--- src/rtl/gesture_window_scheduler.sv ---
// ----------------------------------------------------------------------------
// gesture_window_scheduler: gates DVS events into windows, fires one compute
// per window and waits for the classifier result.   Rev 1.0
// ----------------------------------------------------------------------------
`default_nettype none

module gesture_window_scheduler #(
  parameter int TS_BITS        = 16,
  parameter int CNT_BITS       = 16,
  parameter int RESULT_TIMEOUT = 64,
  parameter int DROP_CNT_BITS  = 8
) (
  input  logic                     clk,
  input  logic                     rst,
  input  logic                     enable,
  input  logic [CNT_BITS-1:0]      cfg_window_events,
  input  logic [TS_BITS-1:0]       cfg_window_ts,
  input  logic [CNT_BITS-1:0]      cfg_min_events,
  input  logic                     in_valid,
  input  logic [TS_BITS-1:0]       in_ts,
  output logic                     in_ready,
  output logic                     acc_event_valid,
  output logic                     acc_compute_trigger,
  output logic                     acc_clear,
  input  logic                     cls_gesture_valid,
  input  logic [1:0]               cls_gesture,
  output logic [1:0]               out_gesture,
  output logic                     out_gesture_valid,
  output logic                     busy,
  output logic                     timeout_err,
  output logic [DROP_CNT_BITS-1:0] drop_count
);

  localparam int WAIT_BITS = (RESULT_TIMEOUT > 1) ? $clog2(RESULT_TIMEOUT) : 1;
  localparam logic [WAIT_BITS-1:0] C_WAIT_LAST = WAIT_BITS'(RESULT_TIMEOUT - 1);

  typedef enum logic [2:0] {
    S_IDLE    = 3'd0,
    S_COLLECT = 3'd1,
    S_TRIGGER = 3'd2,
    S_WAIT    = 3'd3,
    S_DROP    = 3'd4
  } state_t;

  state_t                   state_q;
  logic [CNT_BITS-1:0]      ev_cnt_q;
  logic [TS_BITS-1:0]       first_ts_q;
  logic [WAIT_BITS-1:0]     wait_cnt_q;
  logic [CNT_BITS-1:0]      win_events_q;
  logic [TS_BITS-1:0]       win_ts_q;
  logic [CNT_BITS-1:0]      min_events_q;
  logic                     trig_q;
  logic                     clear_q;
  logic                     gvalid_q;
  logic [1:0]               gesture_q;
  logic                     terr_q;
  logic [DROP_CNT_BITS-1:0] drop_q;

  logic                     accept;
  logic [CNT_BITS:0]        ev_next;
  logic [TS_BITS-1:0]       span;
  logic                     close_cnt;
  logic                     close_ts;
  logic                     close;
  logic                     min_ok;
  logic [CNT_BITS-1:0]      cfg_events_eff;
  logic [DROP_CNT_BITS-1:0] drop_inc;

  always_comb begin
    accept         = in_valid & in_ready;
    ev_next        = {1'b0, ev_cnt_q} + 1'b1;
    span           = in_ts - first_ts_q;
    close_cnt      = (ev_next == {1'b0, win_events_q});
    close_ts       = (win_ts_q != '0) && (ev_cnt_q != '0) && (span >= win_ts_q);
    close          = accept & (close_cnt | close_ts);
    min_ok         = (ev_next >= {1'b0, min_events_q});
    cfg_events_eff = (cfg_window_events == '0) ? CNT_BITS'(1) : cfg_window_events;
    drop_inc       = (&drop_q) ? drop_q : drop_q + 1'b1;
  end

  // Shadows track the inputs everywhere except COLLECT, so the value present
  // on the last cycle before entering COLLECT is what the window uses.
  always_ff @(posedge clk) begin
    if (rst) begin
      win_events_q <= '0;
      win_ts_q     <= '0;
      min_events_q <= '0;
    end else if (state_q != S_COLLECT) begin
      win_events_q <= cfg_events_eff;
      win_ts_q     <= cfg_window_ts;
      min_events_q <= cfg_min_events;
    end
  end

  always_ff @(posedge clk) begin
    if (rst) begin
      state_q    <= S_IDLE;
      ev_cnt_q   <= '0;
      first_ts_q <= '0;
      wait_cnt_q <= '0;
      trig_q     <= 1'b0;
      clear_q    <= 1'b0;
      gvalid_q   <= 1'b0;
      gesture_q  <= '0;
      terr_q     <= 1'b0;
      drop_q     <= '0;
    end else begin
      trig_q   <= 1'b0;
      clear_q  <= 1'b0;
      gvalid_q <= 1'b0;
      case (state_q)
        S_IDLE: begin
          if (enable) state_q <= S_COLLECT;
        end
        S_COLLECT: begin
          if (accept) begin
            ev_cnt_q <= ev_next[CNT_BITS-1:0];
            if (ev_cnt_q == '0) first_ts_q <= in_ts;
          end
          // A closing event wins over a simultaneous stop request.
          if (close) begin
            ev_cnt_q <= '0;
            if (min_ok) begin
              state_q <= S_TRIGGER;
              trig_q  <= 1'b1;
            end else begin
              state_q <= S_DROP;
              clear_q <= 1'b1;
            end
          end else if (!enable) begin
            ev_cnt_q <= '0;
            clear_q  <= 1'b1;
            state_q  <= S_IDLE;
          end
        end
        S_TRIGGER: begin
          wait_cnt_q <= '0;
          state_q    <= S_WAIT;
        end
        S_WAIT: begin
          if (cls_gesture_valid) begin
            gesture_q <= cls_gesture;
            gvalid_q  <= 1'b1;
            state_q   <= enable ? S_COLLECT : S_IDLE;
          end else if (wait_cnt_q == C_WAIT_LAST) begin
            terr_q  <= 1'b1;
            clear_q <= 1'b1;
            drop_q  <= drop_inc;
            state_q <= enable ? S_COLLECT : S_IDLE;
          end else begin
            wait_cnt_q <= wait_cnt_q + 1'b1;
          end
        end
        S_DROP: begin
          drop_q  <= drop_inc;
          state_q <= enable ? S_COLLECT : S_IDLE;
        end
        default: state_q <= S_IDLE;
      endcase
    end
  end

  assign in_ready            = (state_q == S_COLLECT);
  assign acc_event_valid     = in_valid & in_ready;
  assign acc_compute_trigger = trig_q;
  assign acc_clear           = clear_q;
  assign out_gesture         = gesture_q;
  assign out_gesture_valid   = gvalid_q;
  assign busy                = (state_q == S_TRIGGER) || (state_q == S_WAIT) || (state_q == S_DROP);
  assign timeout_err         = terr_q;
  assign drop_count          = drop_q;

endmodule

`default_nettype wire

--- config.mk ---
export PLATFORM = sky130hd
export DESIGN_NAME = gesture_window_scheduler
export DESIGN_NICKNAME = d
export VERILOG_FILES = /design/src/rtl/gesture_window_scheduler.sv
export SDC_FILE = /design/constraint.sdc
export NUM_CORES = 1
export LEC_CHECK = 0
export ABC_AREA = 0
export CORE_MARGIN = 2
export CORE_UTILIZATION = 25
export DETAILED_ROUTE_END_ITERATION = 16
export PLACE_DENSITY = 0.55
export SKIP_CTS_REPAIR_TIMING = 1
export SKIP_LAST_GASP = 1
export SLEW_MARGIN = 0
export SYNTH_ARGS = -nofsm -noshare
export SYNTH_HDL_FRONTEND = slang
export SYNTH_SLANG_ARGS = --single-unit
--- constraint.sdc ---
create_clock -name clk -period 5.9 [get_ports clk]
set_clock_uncertainty 0.1 [all_clocks]
set_input_delay 1.77 -clock clk [delete_from_list [all_inputs] [get_ports clk]]
set_output_delay 1.77 -clock clk [all_outputs]
set_load 0.005 [all_outputs]
==> metrics, run 1 <==
status=finished, final reports clean; vias in the first global route=5,236; Synth Instances=799; endpoint class of the critical path=flop; Placeable Area=0.0250 mm²; setup violators final=0; Final Non-Filler Cells=1,199; Initial Util=0.253; row count=58; RSZ-0062 raised after global routing=false; worst hold path type=flop to flop; Power Density=213 mW/mm²; Worst-Skew Late Latency=0.37 ns; first drt pass iteration count=5; CTS max path bufs=2; Cells after DPL=1,183; vias per inst=4.72; worst setup margin=0.390 ns; CP Max Fanout=14; Die X=163 µm; Hold Fails Final Rpt=0; mapped cell area=0.00634 mm²; CTS root buf=clkbuf_16; hpwl dp=13,000 µm; first-pass GRT wire length=28,000 µm; Final period util=0.934; number of max-cap violations=0; Worst slew margin=0.277; synth warn=0; CP arrival=5.68 ns; EDFF count, synth=0; fin crit period=5.51 ns; Worst Max-Slew Pin Slew=1.08 ns; Die H=163 µm; Reg2Reg Setup Slack=1.46 ns; CTS Sinks=103; fillers=2,689; DR vias=5,657; FFs w/ async S/R, synth=0; drt wl/cell=14.3 µm; antenna-violating nets left=0; flop and latch count out of synthesis=103; Worst-path clk slew=0.08 ns; pre-CTS setup slack=0.0178 ns; # diodes=0; die area=0.0266 mm²; area grow syn2layout=23.5%; GP Congestion=0.905; Critical Path RT=6.07 ns; gr usage total=0.132; initial antenna violation count=0; CTS Buf Count=9; Seq/Total Area, Yosys=0.325; PortBufs=87; Cell Area, Placed=0.00751 mm²; worst vdd ir=135 µV; Worst Setup Start Kind=input pin; Main synth FF type=dfxtp_1; Max Fclk=181 MHz; kind of critical path=input pin to flop; unique cell type count in the Yosys netlist=70; P_leak=0.00302 µW; fin area=0.00782 mm²; DRC viols=0; remaining global-route overflow=0; Final Routed Wirelength=17,200 µm; CTS tree=yes; nets=987; layout cells sized above 1=0.0460; Hold WS=0.351 ns; largest net degree at the start of global routing=99; sum of negative setup slack=0 ns; IO Count=88; Mapped Nets=922; drt first-iter violations=287; max-slew violations=0; Mean Syn Cell Area=7.93 µm²; Clock H-tree levels=3
## per-stage QoR
stage,utilization,power [µW]
3_5_place_dp,0.300,1060
5_1_grt,0.312,1760
6_report,0.312,1660
4_1_cts,0.312,1690
3_3_place_gp,0.300,1050
2_1_floorplan,-,944
## kinds of logic (layout without fill, tap and decap cells)
logic type	count (synthesis)	after routing	share of synthesized area
compound gates	162	162	0.164
xor+xnor	43	43	0.0681
fa+ha+maj	52	52	0.104
buf+inv	106	176	0.0650
flops	103	103	0.325
mux	24	24	0.0383
simple gates	309	309	0.235
## layout by cell type (no fill, tap or decap), drive strengths merged, types with 10 or more instances in the layout
master / Yosys / routed
nor3: 13 / 13
nor2: 68 / 68
dfxtp: 103 / 103
clkdlybuf4s50: 0 / 86
nand3: 14 / 14
inv: 66 / 70
mux2i: 22 / 22
a21oi: 73 / 73
nor2b: 11 / 11
nand2: 125 / 125
xor2: 17 / 17
nand4: 16 / 16
nor4: 19 / 19
ha: 51 / 51
a32oi: 10 / 10
o21ai: 20 / 20
xnor2: 22 / 22
## power breakdown
part           total [µW]  switching (µW)  internal [µW]
Clock                 626             320            306
Sequential            744            22.2            721
Combinational         294             150            144
Total                1660             492           1170
## cell usage after synthesis (all sizes together), types with 4 or more instances
cell / number / share of area
a21oi: 73 / 0.058
or2: 4 / 0.0039
dfxtp: 103 / 0.33
nor3: 13 / 0.011
and3: 8 / 0.0079
nor3b: 5 / 0.0059
o2111ai: 4 / 0.0055
nand2b: 4 / 0.0039
inv: 66 / 0.039
or3: 8 / 0.0079
xnor3: 4 / 0.014
nor4: 19 / 0.021
nand3: 14 / 0.013
a21o: 5 / 0.0059
nand4: 16 / 0.017
a32oi: 10 / 0.014
nand2: 125 / 0.074
ha: 51 / 0.10
o21ai: 20 / 0.016
nor2b: 11 / 0.011
mux2i: 22 / 0.035
o21a: 6 / 0.0071
nor2: 68 / 0.040
buf: 14 / 0.0099
xor2: 17 / 0.023
clkbuf: 26 / 0.016
a211oi: 6 / 0.0071
xnor2: 22 / 0.030
## flip-flops by register name (all words and copies together) (netlist names)
signal               flops
acc_clear                1
acc_compute_trigger      1
drop_count               8
ev_cnt_q                16
first_ts_q              16
min_events_q            16
out_gesture              2
out_gesture_valid        1
state_q                  3
timeout_err              1
wait_cnt_q               6
win_events_q            16
win_ts_q                16
## path summary, 6_finish.rpt
kind,cells past startpoint,endpoint,start
min,2,min_events_q[14],min_events_q[14]
min reg2reg,2,min_events_q[14],min_events_q[14]
max reg2reg,11,state_q[1],ev_cnt_q[0]
max,21,ev_cnt_q[0],in_ts[0]
## final cells by class
class / count / area [µm²] / area share
clock buffers: 9 / 225 / 0.0288
repair buffers: 94 / 921 / 0.118
inverters: 66 / 248 / 0.0317
multi-input cells: 590 / 3870 / 0.494
well taps: 330 / 413 / 0.0528
clock inverters: 7 / 86.3 / 0.0110
flip-flops and latches: 103 / 2060 / 0.264
## layer usage
layer  GRT usage  part of all wire  vias to the layer above
li1            -                 -                     2927
met1       0.184              0.49                     2612
met2       0.208              0.46                       99
met3      0.0173             0.027                       19
met4      0.0511             0.021                        0
met5           0                 0                        -
## worst max-delay path: stages
cell,delay [ns]
clkdlybuf4s50_1,0.49
inv_1,0.05
ha_1,0.22
fa_1,0.42
nor2b_1,0.13
o21a_1,0.13
o21ai_0,0.11
a21oi_1,0.20
o211ai_1,0.13
a31oi_1,0.28
nand4b_1,0.14
o211ai_1,0.11
ha_1,0.28
nand4_1,0.10
nor3_1,0.06
a311oi_1,0.21
a31oi_1,0.14
a31oi_1,0.17
buf_4,0.23
a21oi_1,0.08
a211oi_1,0.25
Power figures use the tool's default switching activity.
==> run 2, diff against run 1 <==
--- a/config.mk
+++ b/config.mk
@@ -9,7 +9,9 @@
 export CORE_MARGIN = 2
 export CORE_UTILIZATION = 25
 export DETAILED_ROUTE_END_ITERATION = 16
+export MAX_ROUTING_LAYER = met4
 export PLACE_DENSITY = 0.55
+export RECOVER_POWER = 100
 export SKIP_CTS_REPAIR_TIMING = 1
 export SKIP_LAST_GASP = 1
 export SLEW_MARGIN = 0
==> metrics, run 2 (synthesis results as in run 1) <==
worst hold path type=flop to flop (unchanged); remaining global-route overflow=0 (unchanged); P_leak=0.00307 µW (was 0.00302 µW); Overall Power=1680 µW (was 1660 µW); Worst slew margin=0.208 (was 0.277); CTS Sinks=103 (unchanged); Hold Fails Final Rpt=0 (unchanged); antenna-violating nets left=0 (unchanged); endpoint class of the critical path=flop (unchanged); Die X=163 µm (unchanged); area grow syn2layout=23.3% (was 23.5%); fin crit period=5.52 ns (was 5.51 ns); vias in the first global route=5,402 (was 5,236); Initial Util=0.253 (unchanged); CTS max path bufs=2 (unchanged); Critical Path RT=6.10 ns (was 6.07 ns); drt first-iter violations=203 (was 287); kind of critical path=input pin to flop (unchanged); setup violators final=0 (unchanged); DRC viols=0 (unchanged); Die H=163 µm (unchanged); crit-path cells=clkdlybuf4s50_1 > ha_1 > o21a_1 > o21ai_0 > a21oi_1 > o211a_1 > o311ai_0 > a21oi_1 > a311o_1 > ha_1 > a311oi_1 > a31oi_1 > clkbuf_1 > nor3_1 > and3_1 (was clkdlybuf4s50_1 > inv_1 > ha_1 > fa_1 > nor2b_1 > o21a_1 > o21ai_0 > a21oi_1 > o211ai_1 > a31oi_1 > nand4b_1 > o211ai_1 > ha_1 > nand4_1 > nor3_1 > a311oi_1 > a31oi_1 > a31oi_1 > buf_4 > a21oi_1 > a211oi_1); Worst-path clk slew=0.08 ns (about the same); largest net degree at the start of global routing=99 (unchanged); max-slew violations=0 (unchanged); CP arrival=5.73 ns (was 5.68 ns); most frequent cells in the layout=nand2_1 (124), dfxtp_1 (103), a21oi_1 (73) (was nand2_1 (124), dfxtp_1 (103), clkdlybuf4s50_1 (86)); Worst Max-Slew Pin Slew=1.19 ns (was 1.08 ns); CTS Buf Count=9 (unchanged); Clock H-tree levels=3 (unchanged); Worst Setup SP=in_ts[5] (was in_ts[0]); Hold Path Sink=timeout_err (was min_events_q[14]); sum of negative setup slack=0 ns (unchanged); hpwl dp=13,100 µm (was 13,000 µm); Placeable Area=0.0250 mm² (unchanged); drt wl/cell=14.5 µm (was 14.3 µm); Final period util=0.936 (was 0.934); row count=58 (unchanged); commonest non-fill, non-tap cell in the layout=nand2_1 (unchanged); nets=987 (unchanged); reg2reg path depth=11 (unchanged); CTS root buf=clkbuf_16 (unchanged); worst vdd ir=147 µV (was 135 µV); RSZ-0062 raised after global routing=false (unchanged); Final Routed Wirelength=17,400 µm (was 17,200 µm); die area=0.0266 mm² (unchanged); RR Startpoint=ev_cnt_q[0] (unchanged); # diodes=0 (unchanged); initial antenna violation count=0 (unchanged); number of max-cap violations=0 (unchanged); CP Max Fanout=4 (was 14); Reg2Reg Setup Slack=1.45 ns (was 1.46 ns); hold path startpoint=timeout_err (was min_events_q[14]); layout cells sized above 1=0.0426 (was 0.0460); Hold Crit Depth=2 (unchanged); first drt pass iteration count=6 (was 5); DR vias=5,649 (was 5,657); Power Density=215 mW/mm² (was 213 mW/mm²); slowest CP cell=o311ai_0 (was clkdlybuf4s50_1); max incr delay on CP=0.49 ns (about the same); Max Fclk=181 MHz (about the same); Worst Setup Start Kind=input pin (unchanged); worst reg2reg path endpoint=state_q[1] (unchanged); PortBufs=87 (unchanged); IO Count=88 (unchanged); first-pass GRT wire length=27,900 µm (was 28,000 µm); vias per inst=4.71 (was 4.72); Worst-Skew Late Latency=0.36 ns (was 0.37 ns); GP Congestion=0.937 (was 0.905); status=finished, final reports clean (unchanged); gr usage total=0.136 (was 0.132); CTS tree=yes (unchanged)
run 2: metrics by stage:
stage               setup slack, ns  instance area [µm²]   util  instances  hold slack, ns
floorplan                     0.746                 6340      -        799           0.332
global placement             0.0733                 7510  0.300       1183           0.342
detailed placement          0.00450                 7510  0.300       1183           0.345
CTS                           0.370                 7830  0.313       1199           0.356
global route                 0.0194                 7820  0.312       1199           0.379
finish                        0.376                 7820  0.312       1199           0.352
run 2: report_power, final:
group          switching (µW)  internal, µW
clock                     294           349
sequential               22.2           721
combinational             152           144
total                     468          1210
run 2: final cells by class:
type,instances,area [µm²]
Fill cell,2711,17200
Multi-Input combinational cell,590,3870
Sequential cell,103,2060
Timing Repair Buffer,94,911
Tap cell,330,413
Inverter,66,248
Clock buffer,10,239
Clock inverter,6,75.1
run 2: worst max-delay path by stage:
| stage | depth (start not counted) | to | slack [ns] |
|---|---|---|---|
| floorplan | 20 | ev_cnt_q[10] | 0.75 |
| global placement | 21 | acc_clear | 0.07 |
| detailed placement | 21 | acc_clear | 0.005 |
| CTS | 21 | ev_cnt_q[0] | 0.37 |
| global route | 21 | ev_cnt_q[0] | 0.02 |
| finish | 15 | state_q[0] | 0.38 |
run 2: layer usage:
layer / track usage / share of wire / vias up
met3: 0.0198 / 0.030 / 19
li1: - / - / 2924
met5: - / 0 / -
met1: 0.176 / 0.48 / 2613
met4: 0.0438 / 0.018 / 0
met2: 0.218 / 0.48 / 93
run 2: critical path: cells and delay by family:
kind | cells | cell delay [ns]
buf+inv | 2 | 0.60
compound gates | 9 | 2.18
fa+ha+maj | 2 | 0.55
simple gates | 2 | 0.64
==> run 3, diff against run 2 <==
--- a/config.mk
+++ b/config.mk
@@ -8,6 +8,7 @@
 export ABC_AREA = 0
 export CORE_MARGIN = 2
 export CORE_UTILIZATION = 25
+export CTS_BUF_LIST = sky130_fd_sc_hd__clkbuf_8
 export DETAILED_ROUTE_END_ITERATION = 16
 export MAX_ROUTING_LAYER = met4
 export PLACE_DENSITY = 0.55
==> metrics, run 3 (synthesis results as in run 1) <==
PortBufs=87 (unchanged); first-pass GRT wire length=28,000 µm (was 27,900 µm); DRC viols=0 (unchanged); remaining global-route overflow=0 (unchanged); area of the multi-input gates=0.00386 mm² (was 0.00387 mm²); reg2reg path depth=11 (unchanged); Cell Area, Placed=0.00751 mm² (unchanged); sum of negative setup slack=0 ns (unchanged); Die X=163 µm (unchanged); CTS Sinks=103 (unchanged); cell family with most CP delay=compound AO/OA/AOI/OAI gates (unchanged); P_leak=0.00302 µW (was 0.00307 µW); Die H=163 µm (unchanged); Hold Path Sink=timeout_err (unchanged); RR Startpoint=ev_cnt_q[0] (unchanged); crit-path cells=clkdlybuf4s50_1 > inv_1 > ha_1 > fa_1 > nor2b_1 > o21a_1 > o21ai_0 > a21oi_1 > o211ai_1 > a31oi_1 > nand4b_1 > o211ai_1 > ha_1 > nand4_1 > nor3_1 > a311oi_1 > a31oi_1 > clkbuf_1 > nor3_1 > a32o_1 (was clkdlybuf4s50_1 > ha_1 > o21a_1 > o21ai_0 > a21oi_1 > o211a_1 > o311ai_0 > a21oi_1 > a311o_1 > ha_1 > a311oi_1 > a31oi_1 > clkbuf_1 > nor3_1 > and3_1); Hold Fails Final Rpt=0 (unchanged); hpwl dp=13,100 µm (unchanged); most frequent cells in the layout=nand2_1 (124), dfxtp_1 (103), a21oi_1 (73) (unchanged); kind of critical path=input pin to flop (unchanged); vias in the first global route=5,398 (was 5,402); layout cells sized above 1=0.0414 (was 0.0426); FF+latch area=0.00206 mm² (unchanged); Worst-path clk slew=0.11 ns (was 0.08 ns); CTS max path bufs=2 (unchanged); CTS tree=yes (unchanged); Worst Setup Start Kind=input pin (unchanged); Power Density=199 mW/mm² (was 215 mW/mm²); Worst Max-Slew Pin Slew=1.19 ns (about the same); # diodes=0 (unchanged); max incr delay on CP=0.48 ns (was 0.49 ns); antenna-violating nets left=0 (unchanged); endpoint class of the critical path=flop (unchanged); CTS Buf Count=9 (unchanged); fin area=0.00771 mm² (was 0.00782 mm²); largest net degree at the start of global routing=99 (unchanged); drt wl/cell=14.5 µm (about the same); Initial Util=0.253 (unchanged); Clock H-tree levels=3 (unchanged); slowest CP cell=clkdlybuf4s50_1 (was o311ai_0); gr usage total=0.136 (about the same); Final Routed Wirelength=17,400 µm (about the same); CTS root buf=clkbuf_8 (was clkbuf_16); worst hold path type=flop to flop (unchanged); IO Count=88 (unchanged); GP Congestion=0.937 (unchanged); fin crit period=5.54 ns (was 5.52 ns); DR vias=5,660 (was 5,649); CP bufs+invs=3 (was 2); status=finished, final reports clean (unchanged); die area=0.0266 mm² (unchanged); area grow syn2layout=21.6% (was 23.3%); drt first-iter violations=232 (was 203); Placeable Area=0.0250 mm² (unchanged); Reg2Reg Setup Slack=1.46 ns (was 1.45 ns); Worst slew margin=0.208 (about the same); Critical Path RT=6.14 ns (was 6.10 ns); Hold Crit Depth=2 (unchanged); first drt pass iteration count=6 (unchanged); Worst-Skew Late Latency=0.40 ns (was 0.36 ns); initial antenna violation count=0 (unchanged); commonest non-fill, non-tap cell in the layout=nand2_1 (unchanged); CP Max Fanout=4 (unchanged); Max Fclk=181 MHz (about the same); row count=58 (unchanged); worst reg2reg path endpoint=state_q[1] (unchanged); fillers=2,727 (was 2,711); worst vdd ir=106 µV (was 147 µV); RSZ-0062 raised after global routing=false (unchanged); vias per inst=4.72 (was 4.71); setup violators final=0 (unchanged); number of max-cap violations=0 (unchanged); max-slew violations=0 (unchanged); final core utilization=0.308 (was 0.312); hold path startpoint=timeout_err (unchanged); nets=987 (unchanged); CP arrival=5.77 ns (was 5.73 ns); Final period util=0.939 (was 0.936)
-- run 3: final cells by class --
type,count,share of cell area
Multi-Input combinational cell,590,0.501
Sequential cell,103,0.268
Timing Repair Buffer,94,0.118
Tap cell,330,0.0536
Inverter,66,0.0321
Clock buffer,10,0.0179
Clock inverter,6,0.00974
-- run 3: power by group --
| group | internal, µW | switching (µW) | leakage, µW |
|---|---|---|---|
| sequential | 722 | 22.0 | 0.000843 |
| combinational | 144 | 152 | 0.00207 |
| clock | 216 | 279 | 0.000111 |
-- run 3: stage by stage --
step | hold slack (ns) | std cells | power (µW) | setup WS [ns]
detailed placement | 0.345 | 1183 | 1060 | 0.00450
global placement | 0.342 | 1183 | 1050 | 0.0733
global route | 0.384 | 1199 | 1620 | 0.00630
floorplan | 0.332 | 799 | 944 | 0.746
finish | 0.358 | 1199 | 1530 | 0.363
CTS | 0.361 | 1199 | 1560 | 0.420
-- run 3: worst max path at each step --
| stage | start | endpoint | cells past startpoint |
|---|---|---|---|
| after floorplan | in_ts[0] | ev_cnt_q[10] | 20 |
| after global placement | in_ts[0] | acc_clear | 21 |
| after detailed placement | in_ts[0] | acc_clear | 21 |
| after CTS | in_ts[0] | ev_cnt_q[0] | 21 |
| after global routing | in_ts[0] | ev_cnt_q[0] | 21 |
| final | in_ts[0] | ev_cnt_q[15] | 20 |
-- run 3: tightest hold or removal path: cells and delay by family (launching register included) --
family                 cells  cell delay (ns)
AOI/OAI and AO/OA          1             0.05
buffers and inverters      1             0.05
DFF                        1             0.33
-- run 3: routing by layer --
| metal | share of wire | global-route usage | wire, µm | vias to the layer above |
|---|---|---|---|---|
| met2 | 0.47 | 0.217 | 8200 | 110 |
| met1 | 0.47 | 0.176 | 8220 | 2608 |
| met3 | 0.033 | 0.0165 | 577 | 28 |
| met5 | 0 | - | 0 | - |
| li1 | - | - | - | 2914 |
| met4 | 0.024 | 0.0547 | 412 | 0 |
